$ cat config.mk
export PLATFORM = sky130hd
export DESIGN_NAME = grayscale_frame_sequencer_flat
export DESIGN_NICKNAME = d
export VERILOG_FILES = /design/src/rtl/grayscale_frame_sequencer_if.sv /design/src/rtl/grayscale_frame_sequencer.sv /design/src/flat_wrapper.sv
export SDC_FILE = /design/constraint.sdc
export NUM_CORES = 1
export LEC_CHECK = 0
export CORE_UTILIZATION = 51
export CTS_CLUSTER_DIAMETER = 30
export DETAILED_ROUTE_END_ITERATION = 8
export PLACE_DENSITY = 0.92
export RECOVER_POWER = 50
export SETUP_SLACK_MARGIN = 0.3
export SLEW_MARGIN = 20
export SYNTH_ARGS = -nofsm -noshare
export SYNTH_HDL_FRONTEND = slang
export SYNTH_SLANG_ARGS = --single-unit
export TNS_END_PERCENT = 30
$ cat constraint.sdc
create_clock -name clk -period 3.8 [get_ports clk]
set_clock_uncertainty 0.05 [all_clocks]
set_input_delay 0.76 -clock clk [delete_from_list [all_inputs] [get_ports clk]]
set_output_delay 0.76 -clock clk [all_outputs]
set_load 0.02 [all_outputs]
$ cat src/rtl/grayscale_frame_sequencer_if.sv
// Pixel-stream bus between the frame sequencer and its environment:
// control handshake, source memory read port, external converter taps
// and destination memory write port.
interface grayscale_frame_sequencer_if #(
  parameter int unsigned ADDR_W = 14
);
  logic              start;
  logic              abort;
  logic              busy;
  logic              done;
  logic              rd_en;
  logic [ADDR_W-1:0] rd_addr;
  logic              rd_valid;
  logic [23:0]       rgb_in;
  logic [7:0]        conv_r;
  logic [7:0]        conv_g;
  logic [7:0]        conv_b;
  logic [7:0]        conv_gray;
  logic              wr_en;
  logic [ADDR_W-1:0] wr_addr;
  logic [7:0]        wr_data;
  logic              wr_ready;

  // Sequencer side
  modport master (
    input  start, abort, rd_valid, rgb_in, conv_gray, wr_ready,
    output busy, done, rd_en, rd_addr, conv_r, conv_g, conv_b,
           wr_en, wr_addr, wr_data
  );

  // Memories / converter / controller side
  modport slave (
    output start, abort, rd_valid, rgb_in, conv_gray, wr_ready,
    input  busy, done, rd_en, rd_addr, conv_r, conv_g, conv_b,
           wr_en, wr_addr, wr_data
  );
endinterface

$ cat src/rtl/grayscale_frame_sequencer.sv
// Walks a WIDTH x HEIGHT frame in raster order: reads each RGB pixel,
// presents it to an external combinational grayscale converter and writes
// the result back. Border pixels can be forced to zero without a read.
module grayscale_frame_sequencer #(
  parameter int unsigned WIDTH       = 100,
  parameter int unsigned HEIGHT      = 100,
  parameter int unsigned ADDR_W      = 14,
  parameter bit          SKIP_BORDER = 1'b1
) (
  input logic                         clk,
  input logic                         rst_n,
  grayscale_frame_sequencer_if.master bus
);

  localparam int unsigned COL_W = $clog2(WIDTH);
  localparam int unsigned ROW_W = $clog2(HEIGHT);
  localparam logic [COL_W-1:0]  COL_LAST = COL_W'(WIDTH - 1);
  localparam logic [ROW_W-1:0]  ROW_LAST = ROW_W'(HEIGHT - 1);
  localparam logic [ADDR_W-1:0] PIX_LAST = ADDR_W'(WIDTH * HEIGHT - 1);

  typedef enum logic [2:0] {
    S_IDLE,
    S_FETCH,
    S_WAIT,
    S_WRITE,
    S_DONE
  } state_e;

  state_e            state_q;
  logic [COL_W-1:0]  col_q, col_d;
  logic [ROW_W-1:0]  row_q, row_d;
  logic [ADDR_W-1:0] pix_q, pix_d;
  logic              next_border;
  logic              busy_q, done_q, rd_en_q, wr_en_q, zero_sel_q;
  logic [7:0]        conv_r_q, conv_g_q, conv_b_q;

  // Next raster position and whether it lies on the skipped border
  always_comb begin
    col_d = col_q + 1'b1;
    row_d = row_q;
    pix_d = pix_q + 1'b1;
    if (col_q == COL_LAST) begin
      col_d = '0;
      row_d = row_q + 1'b1;
    end
    next_border = SKIP_BORDER &&
                  (row_d == '0 || row_d == ROW_LAST ||
                   col_d == '0 || col_d == COL_LAST);
  end

  // Frame FSM with registered outputs. rd_en is set on entry to FETCH
  // (decided from the pixel being entered) so the read issues in the
  // FETCH cycle itself; in FETCH rd_en_q doubles as the "needs a read" flag.
  always_ff @(posedge clk or negedge rst_n) begin
    if (!rst_n) begin
      state_q    <= S_IDLE;
      col_q      <= '0;
      row_q      <= '0;
      pix_q      <= '0;
      busy_q     <= 1'b0;
      done_q     <= 1'b0;
      rd_en_q    <= 1'b0;
      wr_en_q    <= 1'b0;
      zero_sel_q <= 1'b0;
      conv_r_q   <= '0;
      conv_g_q   <= '0;
      conv_b_q   <= '0;
    end else if (bus.abort) begin
      state_q    <= S_IDLE;
      busy_q     <= 1'b0;
      done_q     <= 1'b0;
      rd_en_q    <= 1'b0;
      wr_en_q    <= 1'b0;
      zero_sel_q <= 1'b0;
    end else begin
      case (state_q)
        S_IDLE: begin
          if (bus.start) begin
            col_q   <= '0;
            row_q   <= '0;
            pix_q   <= '0;
            busy_q  <= 1'b1;
            rd_en_q <= !SKIP_BORDER;
            state_q <= S_FETCH;
          end
        end
        S_FETCH: begin
          rd_en_q <= 1'b0;
          if (rd_en_q) begin
            state_q <= S_WAIT;
          end else begin
            zero_sel_q <= 1'b1;
            wr_en_q    <= 1'b1;
            state_q    <= S_WRITE;
          end
        end
        S_WAIT: begin
          if (bus.rd_valid) begin
            conv_r_q   <= bus.rgb_in[23:16];
            conv_g_q   <= bus.rgb_in[15:8];
            conv_b_q   <= bus.rgb_in[7:0];
            zero_sel_q <= 1'b0;
            wr_en_q    <= 1'b1;
            state_q    <= S_WRITE;
          end
        end
        S_WRITE: begin
          if (bus.wr_ready) begin
            wr_en_q <= 1'b0;
            if (pix_q == PIX_LAST) begin
              busy_q  <= 1'b0;
              done_q  <= 1'b1;
              state_q <= S_DONE;
            end else begin
              col_q   <= col_d;
              row_q   <= row_d;
              pix_q   <= pix_d;
              rd_en_q <= !next_border;
              state_q <= S_FETCH;
            end
          end
        end
        S_DONE: begin
          done_q  <= 1'b0;
          state_q <= S_IDLE;
        end
        default: state_q <= S_IDLE;
      endcase
    end
  end

  assign bus.busy    = busy_q;
  assign bus.done    = done_q;
  assign bus.rd_en   = rd_en_q;
  assign bus.rd_addr = pix_q;
  assign bus.wr_en   = wr_en_q;
  assign bus.wr_addr = pix_q;
  assign bus.conv_r  = conv_r_q;
  assign bus.conv_g  = conv_g_q;
  assign bus.conv_b  = conv_b_q;
  // The converter answers combinationally from the registered conv_* bytes,
  // so wr_data is a gated pass-through; it is stable while conv_* are held.
  assign bus.wr_data = (wr_en_q && !zero_sel_q) ? bus.conv_gray : '0;

endmodule

$ cat src/flat_wrapper.sv
// flat-port wrapper written by rule: the top's interface ports become plain ports
module grayscale_frame_sequencer_flat 
#(
  parameter int unsigned WIDTH       = 100,
  parameter int unsigned HEIGHT      = 100,
  parameter int unsigned ADDR_W      = 14,
  parameter bit          SKIP_BORDER = 1'b1
)
  (clk, rst_n, bus_start, bus_abort, bus_rd_valid, bus_rgb_in, bus_conv_gray, bus_wr_ready, bus_busy, bus_done, bus_rd_en, bus_rd_addr, bus_conv_r, bus_conv_g, bus_conv_b, bus_wr_en, bus_wr_addr, bus_wr_data);
  grayscale_frame_sequencer_if #(.ADDR_W(ADDR_W)) bus_i ();
  input logic clk;
  input logic rst_n;
  input wire logic [$bits(bus_i.start)-1:0] bus_start;
  input wire logic [$bits(bus_i.abort)-1:0] bus_abort;
  input wire logic [$bits(bus_i.rd_valid)-1:0] bus_rd_valid;
  input wire logic [$bits(bus_i.rgb_in)-1:0] bus_rgb_in;
  input wire logic [$bits(bus_i.conv_gray)-1:0] bus_conv_gray;
  input wire logic [$bits(bus_i.wr_ready)-1:0] bus_wr_ready;
  output wire logic [$bits(bus_i.busy)-1:0] bus_busy;
  output wire logic [$bits(bus_i.done)-1:0] bus_done;
  output wire logic [$bits(bus_i.rd_en)-1:0] bus_rd_en;
  output wire logic [$bits(bus_i.rd_addr)-1:0] bus_rd_addr;
  output wire logic [$bits(bus_i.conv_r)-1:0] bus_conv_r;
  output wire logic [$bits(bus_i.conv_g)-1:0] bus_conv_g;
  output wire logic [$bits(bus_i.conv_b)-1:0] bus_conv_b;
  output wire logic [$bits(bus_i.wr_en)-1:0] bus_wr_en;
  output wire logic [$bits(bus_i.wr_addr)-1:0] bus_wr_addr;
  output wire logic [$bits(bus_i.wr_data)-1:0] bus_wr_data;
  assign bus_i.start = bus_start;
  assign bus_i.abort = bus_abort;
  assign bus_i.rd_valid = bus_rd_valid;
  assign bus_i.rgb_in = bus_rgb_in;
  assign bus_i.conv_gray = bus_conv_gray;
  assign bus_i.wr_ready = bus_wr_ready;
  assign bus_busy = bus_i.busy;
  assign bus_done = bus_i.done;
  assign bus_rd_en = bus_i.rd_en;
  assign bus_rd_addr = bus_i.rd_addr;
  assign bus_conv_r = bus_i.conv_r;
  assign bus_conv_g = bus_i.conv_g;
  assign bus_conv_b = bus_i.conv_b;
  assign bus_wr_en = bus_i.wr_en;
  assign bus_wr_addr = bus_i.wr_addr;
  assign bus_wr_data = bus_i.wr_data;
  grayscale_frame_sequencer #(.WIDTH(WIDTH), .HEIGHT(HEIGHT), .ADDR_W(ADDR_W), .SKIP_BORDER(SKIP_BORDER)) u_core (.clk(clk), .rst_n(rst_n), .bus(bus_i));
endmodule
==> results of run 1 <==
[power groups by stage]
stage                     clock, W  combinational (W)  sequential (W)
after floorplan                  0           0.000169        0.000952
after global placement           0           0.000604        0.000821
after detailed placement         0           0.000617        0.000831
after CTS                 0.000655           0.000622        0.000821
after global routing      0.000686           0.000615        0.000831
final                     0.000646           0.000578        0.000816
[cell families after synthesis]
group	synth area share
compound gates	0.1295
simple gates	0.2034
flops	0.4503
fa+ha+maj	0.01876
xor+xnor	0.02889
buf+inv	0.08218
mux	0.08705
[cells in the final DEF, fill, tap and decap left out, drive strengths merged, types with 2 or more instances in the layout]
| cell type | netlist | routed |
|---|---|---|
| a21o | 2 | 2 |
| a21oi | 14 | 14 |
| a31oi | 2 | 2 |
| and2 | 9 | 9 |
| and3 | 5 | 5 |
| buf | 21 | 5 |
| bufinv | 0 | 2 |
| clkbuf | 12 | 12 |
| clkdlybuf4s50 | 0 | 72 |
| clkinvlp | 0 | 2 |
| dfrtp | 60 | 60 |
| dlygate4sd3 | 0 | 28 |
| ha | 5 | 5 |
| inv | 7 | 8 |
| mux2 | 24 | 24 |
| mux2i | 2 | 2 |
| nand2 | 30 | 30 |
| nand3 | 8 | 8 |
| nand3b | 3 | 3 |
| nand4 | 4 | 4 |
| nor2 | 30 | 30 |
| nor3 | 7 | 7 |
| nor3b | 3 | 3 |
| nor4 | 8 | 8 |
| o21ai | 25 | 25 |
| o31ai | 9 | 9 |
| o41ai | 3 | 3 |
| or3 | 3 | 3 |
| or3b | 2 | 2 |
| or4 | 4 | 4 |
| xnor2 | 11 | 11 |
[cells in the mapped netlist, types with 5 or more instances]
cell | n | area (µm²)
sky130_fd_sc_hd__mux2_2 | 24 | 270.3
sky130_fd_sc_hd__clkbuf_1 | 11 | 41.29
sky130_fd_sc_hd__nor3_1 | 7 | 35.03
sky130_fd_sc_hd__nor2_1 | 29 | 108.9
sky130_fd_sc_hd__nor4_1 | 8 | 50.05
sky130_fd_sc_hd__o21ai_0 | 25 | 125.1
sky130_fd_sc_hd__nand2_1 | 30 | 112.6
sky130_fd_sc_hd__buf_4 | 15 | 112.6
sky130_fd_sc_hd__o31ai_1 | 9 | 67.56
sky130_fd_sc_hd__dfrtp_1 | 60 | 1501
sky130_fd_sc_hd__nand3_1 | 7 | 35.03
sky130_fd_sc_hd__ha_1 | 5 | 62.56
sky130_fd_sc_hd__inv_1 | 7 | 26.28
sky130_fd_sc_hd__and2_1 | 8 | 50.05
sky130_fd_sc_hd__a21oi_1 | 14 | 70.07
sky130_fd_sc_hd__xnor2_1 | 11 | 96.34
[flip-flops by register name, summed over array words and instances (netlist names)]
| signal | count |
|---|---|
| u_core.bus.rd_en | 1 |
| u_core.bus.busy | 1 |
| u_core.bus.conv_g | 8 |
| u_core.bus.done | 1 |
| u_core.row_q | 7 |
| u_core.zero_sel_q | 1 |
| u_core.bus.wr_en | 1 |
| u_core.bus.rd_addr | 14 |
| u_core.state_q | 3 |
| u_core.col_q | 7 |
| u_core.bus.conv_r | 8 |
| u_core.bus.conv_b | 8 |
[worst reg2reg max path: stages (launching register included)]
cell	delay (ns)
sky130_fd_sc_hd__dfrtp_1	0.46
sky130_fd_sc_hd__ha_1	0.42
sky130_fd_sc_hd__nand4bb_4	0.18
sky130_fd_sc_hd__or3b_1	0.58
sky130_fd_sc_hd__or4_2	0.67
sky130_fd_sc_hd__o2111ai_1	0.13
sky130_fd_sc_hd__o211ai_1	0.13
sky130_fd_sc_hd__a32o_1	0.22
[routing by layer]
metal	up-vias	share of wire
met3	11	0.087
li1	1355	-
met5	-	0
met2	137	0.49
met1	1398	0.41
met4	0	0.017
[cell type report]
cell class | count | area (µm²) | share of cell area
Sequential cell | 60 | 1501 | 0.3369
Clock inverter | 5 | 83.83 | 0.01881
Clock buffer | 11 | 141.4 | 0.03172
Tap cell | 77 | 96.34 | 0.02162
Inverter | 7 | 26.28 | 0.005896
Timing Repair Buffer | 106 | 1042 | 0.2339
Multi-Input combinational cell | 235 | 1565 | 0.3512
[final timing paths]
check,end,slack [ns]
setup / recovery,u_core.bus.rd_en,0.85
min in group asynchronous,u_core.bus.conv_g[4],0.89
setup reg to reg,u_core.bus.rd_en,0.85
max in group asynchronous,u_core.row_q[0],1.61
hold reg to reg,u_core.bus.conv_r[3],0.45
hold / removal,u_core.bus.conv_r[3],0.45
[stage by stage]
stage	utilization	power [W]	hold WS, ns	instance area (µm²)
CTS	0.7061	0.002098	0.4561	4458
global placement	0.6704	0.001425	0.4331	4233
floorplan	-	0.001121	0.4144	3334
detailed placement	0.6704	0.001448	0.4379	4233
global route	0.7059	0.002132	0.4656	4457
finish	0.7059	0.002040	0.4505	4457
==> impl_metrics.ini, run 1 <==
[floorplan]
num_io_pins = 102
dieWidth_um = 82.86
die_area_mm2 = 0.006866
std_cell_rows = 29
core_mm2 = 0.006314
fp.dieH_um = 82.86
floorplan.initialDensity = 0.5281

[pwr]
ir_drop_mv = 0.3686
power_leakage_nw = 1.814
p_per_area_mw_per_mm2 = 457.6
power_frac_comb = 0.283
swShare = 0.2996
power.share.clock = 0.317
power.internal_w = 0.001429
net-switching-power_w = 0.0006110
p_seq_frac = 0.400

[final_layout]
flow.area_growth_from_synthesis_pct = 33.66
stdcell_count = 501
num_antenna_cells = 0
layout-drive-gt1-share = 0.1297
fill_cells = 458
fin_nets = 462

[clock_tree]
clk_pin_slew_worst_paths_ns = 0.07
cts_hold_buf = 0
clkLatencyLatePin_ns = 0.33
cts_setup_buffers = 0
clockRootBuffer = sky130_fd_sc_hd__clkbuf_8
cts_inserted_buffers = 9
tritoncts_num_sinks = 60
cts_tree = built
cts.repair.resized = 0
clock_tree.htree_level_count = 3
clk_path_buf_depth = 2

[worst_hold_path]
hold_path.startpoint = u_core.bus.conv_r[3]
holdCritPathClass = reg2reg
whs_path_depth = 1

[yosys]
syn-instance-count = 336
netlist-cell-type-count = 61
synth-async-reset-ratio = 1.000
mappedNetlistNets = 379
sequential_area_share_after_synthesis = 0.4503
synth.ff_latch_count = 60
post_synth.cell_area_avg_um2 = 9.924
syn-cell-area_mm2 = 0.003334
synthesis.yosys.warnings = 0
synth_top_flop_cell = sky130_fd_sc_hd__dfrtp_1
synth_edf_count = 0

[grt]
grt_first_pass_wirelength_mm = 13.64
groute.layer.met1.usage = 0.3043
gr-usage-met2 = 0.4069
final_global_route_overflow_total = 0
grt_most_used_layer = met2
via_count_of_the_first_global_routing_pass = 2880
grt_usage = 0.2457
global_route.usage.met3 = 0.07753
maximum_number_of_pins_on_one_net_before_global_route_repair = 38
initial_antenna_violation_count = 0

[worst_setup_path]
arrival_time_worst_endpoint_ns = 3.12
required_ns = 3.97
worstSetupPathDepth = 7
worst_r2r_path_depth = 7
crit_start = u_core.col_q[0]
timing.critical_path.cells = ha_1 -> nand4bb_4 -> or3b_1 -> or4_2 -> o2111ai_1 -> o211ai_1 -> a32o_1
path_class = reg2reg
slowest_stage = sky130_fd_sc_hd__or4_2
cp-start-kind = flip-flop
critical_path.top_delay_family = simple AND/OR/NAND/NOR gates
timing.critical_path.to_type = flip-flop
timing.rr.start = u_core.col_q[0]
critical_path.max_stage_delay_ns = 0.67
cp.buffers_inverters = 0
timing.critical_path.fanout_max = 11

[sta]
hold_viol_final = 0
maxSlewViolCount = 38
max_slew_margin = -0.2568
setup_total_negative_slack_ns = 0
report.final.setup_viol = 0
rsz0062_at_grt = false
finalWorstPathRequiredPeriod_ns = 2.950
achievable-frequency_mhz = 339.0
worst_slew_pin_slew_ns = 1.885
layout_worst_path_cycle_share = 0.7763
setup_slack_ns = 0.8500

[placement]
gp_congestion = 0.8692
post-place-ws_ns = 0.6112
dp.cells = 485
dpl_hpwl_mm = 5.625
placement.io_buffers = 101

[drt]
postRouteAntennaNets = 0
detail_route.wirelength_mm = 7.990
detail_route.vias_per_cell = 5.790
detail_route.iter0.violations = 190
vias = 2901
drt-wirelength-per-cell_um = 15.95
drt_pre_antenna_iters = 4
drc = 0

[outcome]
outcome = finished, violations left
failed_checks = max-capacitance violations, max-slew violations

[run]
maxCapViolations = 1
(Power assumes the default switching activity.)
==> run 2: changes to the inputs <==
--- a/config.mk
+++ b/config.mk
@@ -5,10 +5,10 @@
 export SDC_FILE = /design/constraint.sdc
 export NUM_CORES = 1
 export LEC_CHECK = 0
-export CORE_UTILIZATION = 51
+export CORE_UTILIZATION = 47
 export CTS_CLUSTER_DIAMETER = 30
 export DETAILED_ROUTE_END_ITERATION = 8
-export PLACE_DENSITY = 0.92
+export PLACE_DENSITY = 0.86
 export RECOVER_POWER = 50
 export SETUP_SLACK_MARGIN = 0.3
 export SLEW_MARGIN = 20
==> constraint.sdc (replaced) <==
create_clock -name clk -period 2.95 [get_ports clk]
set_clock_uncertainty 0.05 [all_clocks]
set_input_delay 0.59 -clock clk [delete_from_list [all_inputs] [get_ports clk]]
set_output_delay 0.59 -clock clk [all_outputs]
set_load 0.02 [all_outputs]
==> run 2 against run 1 <==
Net effect:
- the flow now finishes without violations
- clock power grew 5.7%
- non-clock buffer count up 7
- via count rose by 2.4%
- cell count rose by 5.2%
- worst hold slack better by 0.0022 ns
- critical path depth shrank 4
- wire length grew 0.74%
- die area rose by 8.3%
- critical endpoint is now bus_wr_data[0]
- largest cell class unchanged
==> impl_metrics.ini, run 2 (synthesis results as in run 1) <==
[worst_setup_path]
critical_path.top_delay_family = buffers and inverters
worstSetupPathDepth = 3
timing.critical_path.to_type = output port
worst_r2r_path_depth = 7
destination_of_the_worst_register_to_register_timing_path = u_core.bus.rd_en
timing.critical_path.fanout_max = 8
critical_path.max_stage_delay_ns = 0.61
required_ns = 2.31
crit_start = u_core.bus.wr_en
timing.critical_path.cells = nor2b_1 -> and2_1 -> clkdlybuf4s50_1
crit_end = bus_wr_data[0]
cp.buffers_inverters = 1
reg2reg_setup_slack_ns = 0.44
arrival_time_worst_endpoint_ns = 1.88
slowest_stage = sky130_fd_sc_hd__clkdlybuf4s50_1
timing.rr.start = u_core.col_q[0]
path_class = reg2out
cp-start-kind = flip-flop

[pwr]
power.total_w = 0.002482
swShare = 0.3319
ir_drop_mv = 0.5033
p_per_area_mw_per_mm2 = 549.5
p_seq_frac = 0.421
power.internal_w = 0.001658
power_frac_comb = 0.304
power.share.clock = 0.275
net-switching-power_w = 0.0008236
power_leakage_nw = 1.826

[drt]
drt_pre_antenna_iters = 4
drt-wirelength-per-cell_um = 15.27
vias = 2972
postRouteAntennaNets = 0
detail_route.iter0.violations = 244
drc = 0
detail_route.vias_per_cell = 5.639
detail_route.wirelength_mm = 8.049

[grt]
grt_usage = 0.2344
maximum_number_of_pins_on_one_net_before_global_route_repair = 61
grt_first_pass_wirelength_mm = 13.65
initial_antenna_violation_count = 0
via_count_of_the_first_global_routing_pass = 2892
final_global_route_overflow_total = 0

[final_layout]
number_of_flip_flops_in_the_largest_register = 14
postLayoutCellArea_mm2 = 0.004516
num_antenna_cells = 0
stdcell_count = 527
fill_cells = 542
fin_nets = 469
layout.cells.most_common_list = 73 x sky130_fd_sc_hd__clkdlybuf4s50_1, 58 x sky130_fd_sc_hd__dfrtp_1, 30 x sky130_fd_sc_hd__nand2_1
flow.area_growth_from_synthesis_pct = 35.42
layout.cells.most_common = sky130_fd_sc_hd__clkdlybuf4s50_1
layout-drive-gt1-share = 0.1555

[floorplan]
floorplan.initialDensity = 0.4881
fp.dieH_um = 86.23
num_io_pins = 102
std_cell_rows = 30
die_area_mm2 = 0.007436
dieWidth_um = 86.23
core_mm2 = 0.006832

[sta]
achievable-frequency_mhz = 397.5
worst_slew_pin_slew_ns = 1.432
report.final.setup_viol = 0
rsz0062_at_grt = false
maxSlewViolCount = 0
finalWorstPathRequiredPeriod_ns = 2.516
layout_worst_path_cycle_share = 0.8527
hold_viol_final = 0
max_slew_margin = 0.04538
setup_total_negative_slack_ns = 0

[clock_tree]
cts_setup_buffers = 0
clkLatencyLatePin_ns = 0.35
cts_tree = built
clk_path_buf_depth = 2
tritoncts_num_sinks = 60
clock_tree.htree_level_count = 3
cts_hold_buf = 0
cts_inserted_buffers = 9
clockRootBuffer = sky130_fd_sc_hd__clkbuf_8
clk_pin_slew_worst_paths_ns = 0.08
cts.repair.resized = 2

[placement]
post_dp_cell_area_mm2 = 0.004322
placement.io_buffers = 101
dpl_hpwl_mm = 5.661
gp_congestion = 0.8726
dp.cells = 511

[run]
maxCapViolations = 0

[worst_hold_path]
holdCritPathClass = reg2reg

[outcome]
outcome = finished, final reports clean
-- run 2: power by group through the flow --
stage          Sequential, W  Combinational [W]  Clock [W]
3_3_place_gp         0.00106           0.000794          0
3_5_place_dp         0.00107           0.000807          0
5_1_grt              0.00107           0.000806   0.000742
2_1_floorplan        0.00123           0.000218          0
6_report             0.00105           0.000754   0.000683
4_1_cts              0.00105           0.000813   0.000698
-- run 2: worst reg2reg max path, cell delays in order, from the launching register on --
cell	delay, ns
sky130_fd_sc_hd__dfrtp_2	0.45
sky130_fd_sc_hd__ha_4	0.22
sky130_fd_sc_hd__nand4bb_4	0.15
sky130_fd_sc_hd__or3b_4	0.46
sky130_fd_sc_hd__or4_2	0.61
sky130_fd_sc_hd__o2111ai_1	0.12
sky130_fd_sc_hd__o211ai_1	0.12
sky130_fd_sc_hd__a32o_1	0.22
-- run 2: metrics by stage --
| stage | hold WS [ns] | worst slack [ns] | utilization |
|---|---|---|---|
| 3_5_place_dp | 0.4442 | 0.2244 | 0.6326 |
| 5_1_grt | 0.4600 | 0.3365 | 0.6610 |
| 3_3_place_gp | 0.4374 | 0.2962 | 0.6326 |
| 2_1_floorplan | 0.2444 | 0.5163 | - |
| 4_1_cts | 0.3685 | 0.3465 | 0.6612 |
| 6_report | 0.4528 | 0.4345 | 0.6610 |
-- run 2: area by class of cell --
cell class,instances,area (µm²),share of cell area
clock buffers,9,123.9,0.02743
clock inverters,7,58.81,0.01302
inverters,7,26.28,0.005819
multi-input cells,235,1580,0.3500
flip-flops and latches,60,1504,0.3331
well taps,96,120.1,0.02660
repair buffers,113,1102,0.2441
-- run 2: layer usage --
metal	up-vias	routed length, µm	part of all wire	track usage
li1	1370	-	-	-
met1	1466	3306	0.41	0.2888
met2	120	3996	0.50	0.3781
met3	16	618	0.077	0.09048
met4	0	127	0.016	0.08030
met5	-	0	0	0
-- run 2: worst min-delay path by stage --
stage / cells after the start / to / slack, ns / startpoint
finish: 1 / u_core.bus.conv_g[1] / 0.45 / u_core.bus.conv_g[1]
global route: 1 / u_core.bus.conv_b[6] / 0.46 / u_core.bus.conv_b[6]
CTS: 2 / u_core.bus.conv_r[5] / 0.37 / rst_n
detailed placement: 2 / u_core.row_q[6] / 0.44 / u_core.row_q[6]
global placement: 2 / u_core.row_q[6] / 0.44 / u_core.row_q[6]
floorplan: 0 / u_core.bus.busy / 0.24 / rst_n
==> RTL change 1 (config.mk and constraints of run 2) <==
`HEIGHT` is set to 100 in 2 places; all go to 50.
--- a/src/rtl/grayscale_frame_sequencer.sv
+++ b/src/rtl/grayscale_frame_sequencer.sv
@@ -3,7 +3,7 @@
 // the result back. Border pixels can be forced to zero without a read.
 module grayscale_frame_sequencer #(
   parameter int unsigned WIDTH       = 100,
-  parameter int unsigned HEIGHT      = 100,
+  parameter int unsigned HEIGHT      = 50,
   parameter int unsigned ADDR_W      = 14,
   parameter bit          SKIP_BORDER = 1'b1
 ) (
--- a/src/flat_wrapper.sv
+++ b/src/flat_wrapper.sv
@@ -2,7 +2,7 @@
 module grayscale_frame_sequencer_flat 
 #(
   parameter int unsigned WIDTH       = 100,
-  parameter int unsigned HEIGHT      = 100,
+  parameter int unsigned HEIGHT      = 50,
   parameter int unsigned ADDR_W      = 14,
   parameter bit          SKIP_BORDER = 1'b1
 )
Check against the original RTL: same outputs for any inputs over 10 cycles, from zero or initial values and one cycle with rst_n low; that may be too few to reach the edited logic, so the function may still have changed.
==> RTL change 1 against run 2 <==
Worst setup slack got worse by 0.015 ns; critical path depth up 5; total power up 4.0%; clock power increased by 12%; sequential cell count decreased by 1; routed wire length down 1.9%; synthesized cell count stayed put; count of clock-buffer cells in the layout up 2; final area fell by 0.58%; register-to-register slack got worse by 0.02 ns; synthesized area shrank 2.0%.
==> RTL change 1: results (changes against run 2) <==
Status
  – Status: finished, final reports clean

Critical path
  – CP max FO: 10 (+2)
  – FF-to-FF End: u_core.row_q[2]
  – R2r setup slk: 0.42 ns (-0.02 ns)
  – Worst stage delay on the critical path: 0.45 ns (-0.16 ns)
  – Worst path arrival time: 2.69 ns (+0.81 ns)
  – Crit Path Class: register to register
  – Slowest-stage cell, CP: dfrtp_1
  – Delay-heaviest family, CP: simple AND/OR/NAND/NOR gates
  – RR Startpoint: u_core.bus.rd_addr[0]

Clock tree
  – Clock transition at the registers of the reported paths: 0.07 ns
  – Clock Tree Root: clkbuf_8
  – H-tree lvl count: 3 (unchanged)
  – Max Buffers Root-to-Sink: 2 (unchanged)
  – Hold-fix buffers, CTS: 1 (+1)
  – Post-cts sizing count: 0 (-2)
  – Post-CTS Setup Inserts: 0 (unchanged)

Global route
  – GRT Util Overall: 23.4% (-0.070 points)
  – Largest net degree at the start of global routing: 39 (-36%)
  – Initial antenna violation count: 0 (unchanged)
  – First-pass GRT wire length: 13,400 um (-1.5%)

Synth
  – Register area share after synthesis: 45.2% (+0.17 points)
  – Synthesized net count: 379 (unchanged)
  – Synth top area cells: dfrtp_1 (45%), mux2_2 (8.3%), o21ai_0 (4.7%)
  – Mux contribution to synthesized area: 8.58% (-0.13 points)
  – Synth cell types: 50 (-18%)
  – Synth Area in XOR/XNOR: 3.22% (+0.33 points)
  – Synth Area in Adders: 1.91% (+0.039 points)
  – Ys async rst share: 100% (unchanged)
  – Synth warnings: 0 (unchanged)
  – Cell count after synthesis: 336 (unchanged)
  – Synth top cells by count: dfrtp_1 (59), nor2_1 (32), o21ai_0 (31)
  – Share of the synthesized area in compound gates (AO/OA/AOI/OAI): 12.6% (-0.31 points)

Timing
  – Measured slew at the worst slew-check pin: 1.03 ns (-0.400 ns)
  – Fmax: 0.395 GHz (-0.61%)
  – Min Hold Slack: 0.451 ns (-0.00152 ns)

Routing
  – Final wirelength: 7900 um (-1.9%)
  – Initial DRT Pass Iterations: 4 (unchanged)
  – Routed via count: 2,942 (-1.0%)
  – Drt initial violations: 196 (-20%)

Cells and area
  – Ant. Diodes: 0 (unchanged)
  – Ratio of cells with drive above 1 in the final layout: 13.9% (-1.7 points)
  – Final Non-Filler Cells: 512 (-2.8%)
  – Largest register FFs: 14 (unchanged)
  – # nets final: 470 (+0.21%)
  – Filler instances: 505 (-6.8%)

Placed design
  – Worst slack at placement: 0.236 ns (+0.0113 ns)
  – Placer Congestion: 0.842 (-3.5%)
  – DP Cell Count: 495 (-3.1%)
  – Placed inst area: 4280 um^2 (-1.0%)
  – PortBufs: 101 (unchanged)
  – Post-DP HPWL: 5750 um (+1.5%)

Power
  – VDD IR max: 356 uV (-29%)
  – Static Leak: 1.86 nW (+1.7%)

Min path
  – Worst hold path startpoint: u_core.bus.conv_g[0]
  – Worst hold path class: register to register
  – Hold Path Cell Cnt: 1 (unchanged)
  – Hold path endpoint: u_core.bus.conv_g[0]
-- RTL change 1: layer usage --
metal  vias to the layer above  part of all wire [%]  global-route usage [%]
met4                         0                   2.5                    13.2
met2                       108                    51                    38.7
met3                        20                   5.4                    4.57
met5                         -                     0                       0
met1                      1446                    41                    28.7
li1                       1368                     -                       -
-- RTL change 1: power by group --
part / internal, mW / leakage, nW / switching [mW]
logic: 0.385 / 0.984 / 0.394
registers: 0.956 / 0.775 / 0.0765
clock network: 0.437 / 0.0978 / 0.332
-- RTL change 1: area by class of cell --
type	instances	area, um^2	area share [%]
tap	80	100	2.23
timing repair buffer	112	1080	24.1
clock buffer	11	151	3.37
clock inverter	5	61.3	1.37
multi-input combinational	237	1590	35.3
sequential	59	1480	32.9
inverter	8	30.0	0.669
-- RTL change 1: logic make-up (layout without fill, tap and decap cells) --
group / count (synthesis) / after routing
simple gates: 129 / 129
compound gates: 66 / 66
flops: 59 / 59
buf+inv: 40 / 136
mux: 25 / 25
xor+xnor: 12 / 12
fa+ha+maj: 5 / 5
==> RTL change 2 (config.mk and constraints of run 2) <==
Without the edit above. Make the reset (`rst_n`) synchronous in one clocked block.
--- a/src/rtl/grayscale_frame_sequencer.sv
+++ b/src/rtl/grayscale_frame_sequencer.sv
@@ -51,7 +51,7 @@
   // Frame FSM with registered outputs. rd_en is set on entry to FETCH
   // (decided from the pixel being entered) so the read issues in the
   // FETCH cycle itself; in FETCH rd_en_q doubles as the "needs a read" flag.
-  always_ff @(posedge clk or negedge rst_n) begin
+  always_ff @(posedge clk) begin
     if (!rst_n) begin
       state_q    <= S_IDLE;
       col_q      <= '0;
Formal check against the unedited RTL: differs if rst_n is asserted again (counterexample within 4 cycles, from zero or initial values and one cycle with rst_n low); with rst_n held inactive, the same outputs for 10 cycles.
==> RTL change 2 against run 2 <==
The run now ends with DRC left; critical path type is now primary input to register; sequential cell count unchanged; die area is 5.0% lower; worst setup slack lost 0.063 ns; final area fell by 3.5%; synthesized area decreased by 5.1%; routed wire length grew 3.1%.
Power is not compared: it rests on default switching activity, and its combinational part moved more than twofold at a synthesized area within 25%.
==> RTL change 2: results (changes against run 2) <==
Routing
  – Initial DRT Pass Iterations: 8 (+4)
  – Drt initial violations: 318 (+30%)
  – Wire per inst: 14.7 um (-3.8%)
  – # DRC: 14 (+14)

Min path
  – Hold Path Cell Cnt: 2 (+1)

Critical path
  – Worst stage delay on the critical path: 0.82 ns (+0.21 ns)
  – Worst path arrival time: 2.77 ns (+0.89 ns)
  – R2R cell count: 8 (+1)
  – CP max FO: 24 (+16)
  – Crit Path Class: primary input to register
  – Slowest-stage cell, CP: clkbuf_1

Global route
  – Number of global-route vias before repair: 3,092 (+6.9%)
  – Largest net degree at the start of global routing: 25 (-59%)
  – Initial antenna violation count: 0 (unchanged)
  – GRT Util Overall: 25.4% (+1.9 points)
  – First-pass GRT wire length: 14,300 um (+5.0%)

Synth
  – Synth top area cells: dfxtp_1 (38%), nand2_1 (8.5%), a21boi_0 (7.1%)
  – Synth top cells by count: nand2_1 (72), dfxtp_1 (60), nor2_1 (32)
  – Synth Flop Type: dfxtp_1
  – Register area share after synthesis: 38.0% (-7.1 points)
  – Synth cell types: 48 (-21%)
  – Synthesized net count: 438 (+16%)
  – Ys async rst share: 0% (-100 points)

Placed design
  – Placer Congestion: 0.850 (-2.6%)
  – Post-DP HPWL: 5820 um (+2.8%)

Timing
  – Measured slew at the worst slew-check pin: 1.05 ns (-0.382 ns)

Cells and area
  – Filler instances: 519 (-4.2%)
  – # nets final: 527 (+12%)

Status
  – Status: complete, but fails checks
  – Failing checks: DRC

Clock tree
  – Clock transition at the registers of the reported paths: 0.06 ns (-0.02 ns)
  – Skew-Pair Late Insertion Delay: ~0.34 ns
==> RTL change 2: changes by cell type in the layout (fill, tap and decap cells not counted), sizes merged, moves of 6 or more <==
cell	delta
nand2	+42
o21ai	-7
mux2	-23
inv	-6
dfxtp	+60
dlygate4sd3	+8
a21boi	+33
xor2	+6
nand3	+9
dfrtp	-60
clkdlybuf4s50	-7
==> RTL change 2: what timing repair did <==
item / CTS / global route
resized for setup: 0 / 1
setup buffers: 0 / 0
endpoints found under the setup margin: 0 / 5
==> RTL change 2: layer usage <==
metal	GRT usage, %	up-vias	routed length [um]
met5	0	-	0
met3	7.12	19	716
met1	29.5	1429	3460
met2	42.5	140	3910
li1	-	1547	-
met4	12.7	0	214
==> RTL change 2: path summary, 6_finish.rpt <==
check                  startpoint              endpoint  slack [ns]
max reg2reg       u_core.col_q[0]      u_core.bus.rd_en        0.52
min          u_core.bus.conv_b[2]  u_core.bus.conv_b[2]        0.41
min reg2reg  u_core.bus.conv_b[2]  u_core.bus.conv_b[2]        0.41
max                     bus_abort  u_core.bus.conv_b[7]        0.37
==> RTL change 2: cell type report <==
| cell class | count | share of cell area (%) |
|---|---|---|
| sequential | 60 | 27.6 |
| tap | 77 | 2.21 |
| inverter | 3 | 0.258 |
| multi-input combinational | 298 | 40.4 |
| clock inverter | 1 | 0.689 |
| timing repair buffer | 112 | 24.9 |
| clock buffer | 14 | 3.96 |
==> RTL change 2: power breakdown <==
group	switching (mW)	leakage [nW]	internal, mW	total (mW)
clock network	0.310	0.103	0.456	0.766
registers	0.00531	0.484	0.815	0.820
logic	0.0527	0.993	0.0731	0.126
==> RTL change 2: worst reg2reg max path, cell delays in order (launching register included) <==
cell	delay, ns
dfxtp_1	0.49
ha_1	0.37
nand4bb_1	0.20
nor3b_1	0.40
buf_4	0.25
a2111oi_0	0.12
a41oi_1	0.23
a31oi_1	0.09
o21ai_0	0.16
==> RTL change 2: stage by stage <==
step / util, % / instances / instance area [um^2] / total power, mW / setup slack [ns]
after floorplan: - / 395 / 3160 / 0.891 / 0.706
after global placement: 64.9 / 550 / 4170 / 0.963 / 0.107
after detailed placement: 64.9 / 550 / 4170 / 0.965 / 0.0486
after CTS: 68.0 / 565 / 4370 / 1.73 / 0.405
after global routing: 67.8 / 565 / 4360 / 1.77 / 0.207
final: 67.8 / 565 / 4360 / 1.71 / 0.372
==> RTL change 2: cell families (layout without fill, tap and decap cells) <==
kind of cell               after synthesis  in the layout  share of synthesized area, %
DFF                                     60             60                          38.0
adders and majority gates                5              5                          1.98
buffers and inverters                   37            130                          6.48
muxes                                    3              3                         0.989
and+or+nand+nor                        188            188                          30.0
xor gates and xnor gates                14             14                          3.88
AOI/OAI and AO/OA                       88             88                          18.7
